<file path="src/rtl/riscv_pkg.sv">
// Shared RV32 front-end definitions: widths, bubble word, opcodes, IF/ID payload and field slices.
package riscv_pkg;

  localparam int unsigned PC_W    = 15;
  localparam int unsigned INSTR_W = 32;

  localparam logic [PC_W-1:0]    RESET_PC  = PC_W'(0);
  localparam logic [INSTR_W-1:0] NOP_INSTR = 32'h0000_0013;

  localparam logic [6:0] OPC_LOAD   = 7'h03;
  localparam logic [6:0] OPC_OP_IMM = 7'h13;
  localparam logic [6:0] OPC_AUIPC  = 7'h17;
  localparam logic [6:0] OPC_STORE  = 7'h23;
  localparam logic [6:0] OPC_OP     = 7'h33;
  localparam logic [6:0] OPC_LUI    = 7'h37;
  localparam logic [6:0] OPC_BRANCH = 7'h63;
  localparam logic [6:0] OPC_JALR   = 7'h67;
  localparam logic [6:0] OPC_JAL    = 7'h6f;

  // Fetch FSM: tracks whether imem_rdata carries a live response this cycle.
  typedef enum logic {
    F_EMPTY  = 1'b0,
    F_STREAM = 1'b1
  } fetch_state_e;

  typedef struct packed {
    logic [INSTR_W-1:0] instr;
    logic [PC_W-1:0]    pc;
    logic               valid;
  } if_id_t;

  function automatic logic [6:0] f_opcode(input logic [INSTR_W-1:0] i);
    return i[6:0];
  endfunction

  function automatic logic [4:0] f_rd(input logic [INSTR_W-1:0] i);
    return i[11:7];
  endfunction

  function automatic logic [2:0] f_funct3(input logic [INSTR_W-1:0] i);
    return i[14:12];
  endfunction

  function automatic logic [4:0] f_rs1(input logic [INSTR_W-1:0] i);
    return i[19:15];
  endfunction

  function automatic logic [4:0] f_rs2(input logic [INSTR_W-1:0] i);
    return i[24:20];
  endfunction

endpackage

</file>
<file path="src/rtl/if_id_reg.sv">
// IF/ID pipeline register with hold and bubble insert; decoded fields are registered alongside.
module if_id_reg
  import riscv_pkg::*;
(
  input  logic               clk,
  input  logic               reset_n,
  input  logic               hold,
  input  logic               bubble,
  input  logic [INSTR_W-1:0] instr_d,
  input  logic [PC_W-1:0]    pc_d,
  output logic [INSTR_W-1:0] instruction,
  output logic [PC_W-1:0]    pc,
  output logic [6:0]         opcode,
  output logic [2:0]         funct3,
  output logic [4:0]         rd,
  output logic [4:0]         rs1,
  output logic [4:0]         rs2,
  output logic               valid
);

  if_id_t nxt;

  // Bubble overrides the incoming word; the bubble's PC is zeroed.
  always_comb begin
    nxt.instr = instr_d;
    nxt.pc    = pc_d;
    nxt.valid = 1'b1;
    if (bubble) begin
      nxt.instr = NOP_INSTR;
      nxt.pc    = PC_W'(0);
      nxt.valid = 1'b0;
    end
  end

  always_ff @(posedge clk or negedge reset_n) begin
    if (!reset_n) begin
      instruction <= NOP_INSTR;
      pc          <= PC_W'(0);
      valid       <= 1'b0;
      opcode      <= f_opcode(NOP_INSTR);
      funct3      <= f_funct3(NOP_INSTR);
      rd          <= f_rd(NOP_INSTR);
      rs1         <= f_rs1(NOP_INSTR);
      rs2         <= f_rs2(NOP_INSTR);
    end else if (!hold) begin
      instruction <= nxt.instr;
      pc          <= nxt.pc;
      valid       <= nxt.valid;
      opcode      <= f_opcode(nxt.instr);
      funct3      <= f_funct3(nxt.instr);
      rd          <= f_rd(nxt.instr);
      rs1         <= f_rs1(nxt.instr);
      rs2         <= f_rs2(nxt.instr);
    end
  end

endmodule

</file>
<file path="src/rtl/if_stage.sv">
// Instruction-fetch stage: PC, imem request, response tracking and IF/ID register.
// Optional IF_PERF_CNT_EN adds fetch_cnt / bubble_cnt performance counters.
module if_stage
  import riscv_pkg::*;
(
  input  logic               clk,
  input  logic               reset_n,
  output logic [PC_W-1:0]    imem_addr,
  output logic               imem_en,
  input  logic [INSTR_W-1:0] imem_rdata,
  input  logic               stall_HZRD,
  input  logic               branch_taken_EXE,
  input  logic [PC_W-1:0]    branch_address_EXE,
  input  logic               jalr_taken_EXE,
  input  logic [PC_W-1:0]    jalr_address_EXE,
  output logic [INSTR_W-1:0] instruction_IF_ID,
  output logic [PC_W-1:0]    pc_IF_ID,
  output logic [6:0]         OPCODE_IF_ID,
  output logic [2:0]         FUNCT3_IF_ID,
  output logic [4:0]         rd_IF_ID,
  output logic [4:0]         rs1_IF_ID,
  output logic [4:0]         rs2_IF_ID,
`ifdef IF_PERF_CNT_EN
  output logic [31:0]        fetch_cnt,
  output logic [31:0]        bubble_cnt,
`endif
  output logic               valid_IF_ID
);

  fetch_state_e     state_q, state_d;
  logic [PC_W-1:0]  pc_q, pc_d;
  logic [PC_W-1:0]  f2_pc_q, f2_pc_d;
  logic [PC_W-1:0]  target;
  logic             redirect;
  logic             f2_valid;
  logic             ifid_hold;
  logic             ifid_bubble;

  assign redirect  = branch_taken_EXE | jalr_taken_EXE;
  assign target    = jalr_taken_EXE ? jalr_address_EXE : branch_address_EXE;
  assign f2_valid  = (state_q == F_STREAM);
  assign imem_addr = pc_q;
  assign imem_en   = ~stall_HZRD | redirect;

  always_ff @(posedge clk or negedge reset_n) begin
    if (!reset_n) begin
      state_q <= F_EMPTY;
      pc_q    <= RESET_PC;
      f2_pc_q <= PC_W'(0);
    end else begin
      state_q <= state_d;
      pc_q    <= pc_d;
      f2_pc_q <= f2_pc_d;
    end
  end

  // Redirect beats stall; a stall alone freezes PC and the in-flight response.
  always_comb begin
    state_d = state_q;
    pc_d    = pc_q;
    f2_pc_d = f2_pc_q;
    if (redirect) begin
      state_d = F_EMPTY;
      pc_d    = {target[PC_W-1:2], 2'b00};
    end else if (!stall_HZRD) begin
      state_d = F_STREAM;
      pc_d    = pc_q + PC_W'(4);
      f2_pc_d = pc_q;
    end
  end

  assign ifid_hold   = stall_HZRD & ~redirect;
  assign ifid_bubble = redirect | ~f2_valid;

  if_id_reg u_if_id_reg (
    .clk         (clk),
    .reset_n     (reset_n),
    .hold        (ifid_hold),
    .bubble      (ifid_bubble),
    .instr_d     (imem_rdata),
    .pc_d        (f2_pc_q),
    .instruction (instruction_IF_ID),
    .pc          (pc_IF_ID),
    .opcode      (OPCODE_IF_ID),
    .funct3      (FUNCT3_IF_ID),
    .rd          (rd_IF_ID),
    .rs1         (rs1_IF_ID),
    .rs2         (rs2_IF_ID),
    .valid       (valid_IF_ID)
  );

`ifdef IF_PERF_CNT_EN
  logic load_valid;
  logic load_bubble;

  assign load_valid  = ~redirect & ~stall_HZRD & f2_valid;
  assign load_bubble = redirect | (~stall_HZRD & ~f2_valid);

  always_ff @(posedge clk or negedge reset_n) begin
    if (!reset_n) begin
      fetch_cnt  <= 32'd0;
      bubble_cnt <= 32'd0;
    end else begin
      if (load_valid)  fetch_cnt  <= fetch_cnt + 32'd1;
      if (load_bubble) bubble_cnt <= bubble_cnt + 32'd1;
    end
  end
`endif

endmodule

</file>
<file path="config.mk">
export PLATFORM = sky130hd
export DESIGN_NAME = if_stage
export DESIGN_NICKNAME = d
export VERILOG_FILES = /design/src/rtl/riscv_pkg.sv /design/src/rtl/if_id_reg.sv /design/src/rtl/if_stage.sv
export SDC_FILE = /design/constraint.sdc
export NUM_CORES = 1
export LEC_CHECK = 0
export ABC_AREA = 1
export BUFFER_PORTS_ARGS = -buffer_cell sky130_fd_sc_hd__buf_2
export CAP_MARGIN = 20
export CELL_PAD_IN_SITES_DETAIL_PLACEMENT = 0
export CELL_PAD_IN_SITES_GLOBAL_PLACEMENT = 2
export CORE_MARGIN = 2
export CORE_UTILIZATION = 24
export DETAILED_ROUTE_END_ITERATION = 10
export GPL_TIMING_DRIVEN = 0
export PLACE_DENSITY = 0.85
export SYNTH_ARGS = -nofsm -noshare
export SYNTH_HDL_FRONTEND = slang
export SYNTH_SLANG_ARGS = --single-unit
</file>
<file path="constraint.sdc">
create_clock -name clk -period 1.3 [get_ports clk]
set_clock_uncertainty 0.1 [all_clocks]
set_input_delay 0.065 -clock clk [delete_from_list [all_inputs] [get_ports clk]]
set_output_delay 0.065 -clock clk [all_outputs]
set_load 0.01 [all_outputs]
</file>
; Yosys cells after proc, flatten, opt, wreduce, memory -nomap -nowiden
; Index checks and enable logic that the tools add are counted.
[totals]
reg_bits = 104
in_bits = 67
wordCells = 27
[classes]
add_sub_neg = 1
eq_ne = 1
mux = 6
bitwise_logic = 7
n_reduce_logical = 1
[ops]
columns = op, count
row1 = 48-bit 2-to-1 mux, 1
row2 = 15-bit 2-to-1 mux, 3
row3 = "15-bit by 3-bit adder with 15-bit output, second input constant", 1
row4 = 1-bit inverter, 3
row5 = 1-bit OR, 3
row6 = 1-bit 2-to-1 mux, 2
row7 = "2-bit by 1-bit inequality test with 1-bit output, second input constant", 1
row8 = 2-bit AND reduction, 1
row9 = 1-bit AND, 1

; Depth between registers and ports, before layout
[depth]
ltp_word = 3
mapped_depth = 7

; Modules after synthesis
; From an unflattened synthesis, not the netlist that was laid out.
[unflattened]
hier_cells = 420
area_unflattened_um2 = 3597.2
[modules_own_cells]
columns = mod, n_inst, cells_each, area_per_inst_um2, seq_area_each_um2
row1 = if_id_reg, 1, 228, 2063.2, 1204.9
row2 = if_stage, 1, 192, 1534.0, 675.6

; Least setup slack after synthesis
; No wires, ideal clock.
[synth_path]
path_type = flip-flop to flip-flop
startpoint = register pc_q[2], in the netlist imem_addr[2]
endpoint = register pc_q[10], in the netlist imem_addr[10]
arrival_ns = 1.233
setup_slack_ns = -0.156
path_stages_with_launch = 7
path_buffers = 0
synth_period_minus_slack_ns = 1.456
path_cell_list = dfrtp_1 ha_1 nand2_1 nor2_1 nand2_1 o211ai_1 nand2_1
[synth_between]
elab_chain_len = 3
[synth_rtl]
columns = element, line
row1 = start: declaration, if_stage.sv:31  ; logic [PC_W-1:0] pc_q, pc_d;
row2 = start signal: assignment, if_stage.sv:52  ; pc_q <= pc_d;
row3 = 15-bit by 3-bit adder with 15-bit output, if_stage.sv:67  ; pc_d = pc_q + PC_W'(4);
row4 = 15-bit 2-to-1 mux, if_stage.sv:65  ; end else if (!stall_HZRD) begin
row5 = 15-bit 2-to-1 mux, if_stage.sv:62  ; if (redirect) begin
; Every way passes these cells. The select of a mux whose other input is x is not followed.
; A chain may end at the register's enable or synchronous reset.

; Final worst setup path
; Same ends and word-level chain as after synthesis.

==> summary.txt <==
Run status
  • Outcome: finished with violations
  • Failing checks: negative setup slack

Power
  • Overall power: 0.00565 W
  • Pint: 0.00422 W
  • Clock share of power: 39.8%
  • LEAKAGE: 2.77 nW
  • Sequential fraction of design power: 45.2%
  • Combinational power share: 15.0%
  • Switch Pwr: 0.00143 W
  • Power density cells: 1070 nW/um^2
  • Sw Ratio: 25.3%
  • VDD IR-drop max: 554 uV

STA
  • Setup Viol. Count Final: 4
  • Minimum clock period: 1.33 ns
  • Sum Neg Setup Slack: -0.0636 ns
  • Setup WS post-layout: -0.0282 ns
  • RSZ-0062 raised after global routing: yes
  • Hold_ws: 0.00786 ns
  • Max-slew violations: 0
  • Fmax: 0.753 GHz
  • Final hold vios: 0
  • Fin crit share: 102%

Place
  • Placer Congestion: 0.836
  • Hpwl dp: 7.32 mm
  • Port bufs: 146
  • Setup WS pre-CTS: -0.167 ns

CTS
  • Clock transition at path regs: 0.05 ns
  • Worst skew pair latency: 0.32 ns
  • TritonCTS clock tree: yes
  • Root buf cell: clkbuf_16
  • Clk buf depth: 2
  • CTS buffer count: 9
  • CTS H-tree depth: 3
  • # clock sinks: 73

Worst setup path
  • Worst setup SP type: flop
  • Reg-to-reg endpoint: imem_addr[10]
  • WP data required: 1.41 ns
  • Reg2Reg Depth: 6
  • Reg-to-reg startpoint: imem_addr[2]
  • Crit path max fanout: 5
  • Reg-to-reg setup timing slack: -0.03 ns
  • CP arrival: 1.44 ns
  • CP endpoint kind: flop
  • WS Path Type: reg2reg

Finish
  • Nets: 627
  • Share of layout cells above drive strength 1: 43.3%
  • Ant diodes: 0
  • Most common cell after layout, fill and taps aside: buf_2
  • Area delta synth->final: 58.6%
  • Commonest cells after routing, fill and taps aside: buf_2 (156), dfrtp_1 (65), nand2_1 (54)

Min path
  • Hold depth: 5
  • HP Class: in2reg
  • WHS Endpoint: imem_addr[10]
  • Hold path startpoint: branch_address_EXE[10]

Floorplanning
  • FP Rows: 43
  • Die ar.: 14800 um^2
  • Die width: 122 um
  • Die H: 122 um
  • Core area: 13700 um^2
  • Io pins: 156
  • Initial Utilization: 24.3%

Global route
  • Overflow after GRT: 0
  • Number of global-route vias before repair: 3098
  • Initial antenna violation count: 0
  • Largest net degree at the start of global routing: 53
  • Global-route wire length before repair: 15.7 mm
  • Total track usage: 13.6%

Detailed routing
  • DRT Pass-1 Iters: 4
  • Via count: 3170
  • DRC: 0
  • Vias per inst: 4.26
  • Final WL: 10.1 mm
  • Wirelength per Cell: 13.5 um
  • Antenna Nets Post-Route: 0
  • DR iter-0 viols: 141

Yosys
  • Yosys reg bits: 73
  • Synth cell types: 28
  • Cell Area, Synth: 3330 um^2
  • Synth Instances: 341
  • Register area share after synthesis: 54.9%
  • Syn Area/Cell: 9.77 um^2
  • Synth warnings: 0

Job
  • Maxcap violations: 0
[sequential cells by signal (all words and copies together) (netlist names)]
signal and flops:
u_if_id_reg.rd 4, u_if_id_reg.pc 13, u_if_id_reg.rs1 4, u_if_id_reg.opcode 6, u_if_id_reg.rs2 4, f2_valid 1, u_if_id_reg.funct3 2, f2_pc_q 13
imem_addr 13, u_if_id_reg.valid 1, u_if_id_reg.instruction 12
[synth_stat cells, drive strengths merged]
cell / n / area [um^2]
a32oi: 1 / 8.76
nor2: 33 / 141
ha: 1 / 12.5
nand2: 58 / 225
a31oi: 5 / 31.3
o22a: 3 / 26.3
o221ai: 1 / 8.76
dfstp: 3 / 78.8
nand4: 2 / 12.5
o21ai: 23 / 115
nand3: 19 / 95.1
conb: 1 / 3.75
a211oi: 4 / 30.0
o211ai: 1 / 7.51
a21oi: 9 / 45.0
dfrtp: 70 / 1750
inv: 19 / 71.3
a22o: 40 / 350
buf: 45 / 304
nor3: 2 / 10.0
clkbuf: 1 / 3.75
[routing by layer]
metal,global-route usage [%],wire length (um),vias to the layer above
met5,0,0,-
met4,4.74,121,0
met3,2.57,468,9
met2,21.6,4770,94
met1,18.4,4690,1477
li1,-,-,1590
[logic make-up (layout without fill, tap and decap cells)]
kind of cell               count (synthesis)  count (layout)  synth area share, %
AOI/OAI and AO/OA                         87              87                 18.7
adders and majority gates                  1               1                0.375
buffers and inverters                     65             285                 11.4
DFF                                       73              73                 54.9
other                                      1               4                0.113
and+or+nand+nor                          114             114                 14.5
[power groups by stage]
| stage | sequential (W) | combinational (W) | clock, W |
|---|---|---|---|
| final | 0.00255 | 0.000850 | 0.00225 |
| after detailed placement | 0.00259 | 0.000660 | 0 |
| after CTS | 0.00254 | 0.000813 | 0.00233 |
| after floorplan | 0.00257 | 0.000312 | 0 |
| after global placement | 0.00258 | 0.000637 | 0 |
| after global routing | 0.00257 | 0.000957 | 0.00245 |
[worst max-delay path, stage by stage, from the launching register on]
cell and delay, ns:
dfrtp_2 0.40, ha_4 0.17, nand2_4 0.06, nor2_4 0.16, nand2_2 0.08, o211ai_1 0.17, nand2_1 0.07
[cell type report]
class	count	area [um^2]
Multi-Input combinational cell	206	1250
Buffer	46	318
Timing Repair Buffer	204	1310
Fill cell	1407	8430
Sequential cell	73	1840
Clock buffer	16	272
Inverter	19	71.3
Tap cell	180	225
[worst max-delay path by stage]
stage	depth (start not counted)	from	slack, ns	to
finish	6	imem_addr[2]	-0.03	imem_addr[10]
global route	7	imem_addr[2]	-0.13	imem_addr[14]
CTS	3	imem_addr[3]	-0.02	imem_addr[3]
detailed placement	6	jalr_taken_EXE	-0.17	u_if_id_reg.instruction[25]
global placement	1	reset_n	-0.51	imem_addr[2]
floorplan	6	imem_addr[3]	-0.04	imem_addr[10]
[stage by stage]
| stage | util (%) | instance area, um^2 | cells |
|---|---|---|---|
| 2_1_floorplan | - | 3360 | 344 |
| 3_3_place_gp | 31.4 | 4310 | 670 |
| 3_5_place_dp | 31.7 | 4340 | 671 |
| 4_1_cts | 37.7 | 5170 | 740 |
| 5_1_grt | 38.5 | 5290 | 744 |
| 6_report | 38.5 | 5290 | 744 |
[repair_timing]
| item | CTS | global route |
|---|---|---|
| cloned | 0 | 0 |
| pin swaps | 3 | 3 |
| gates resized for setup | 8 | 25 |
| hold buffers | 50 | 0 |
| endpoints found under the hold margin | 118 | 0 |
| setup buffers | 3 | 4 |
| setup endpoints to repair | 53 | 35 |
Power figures use the tool's default switching activity.
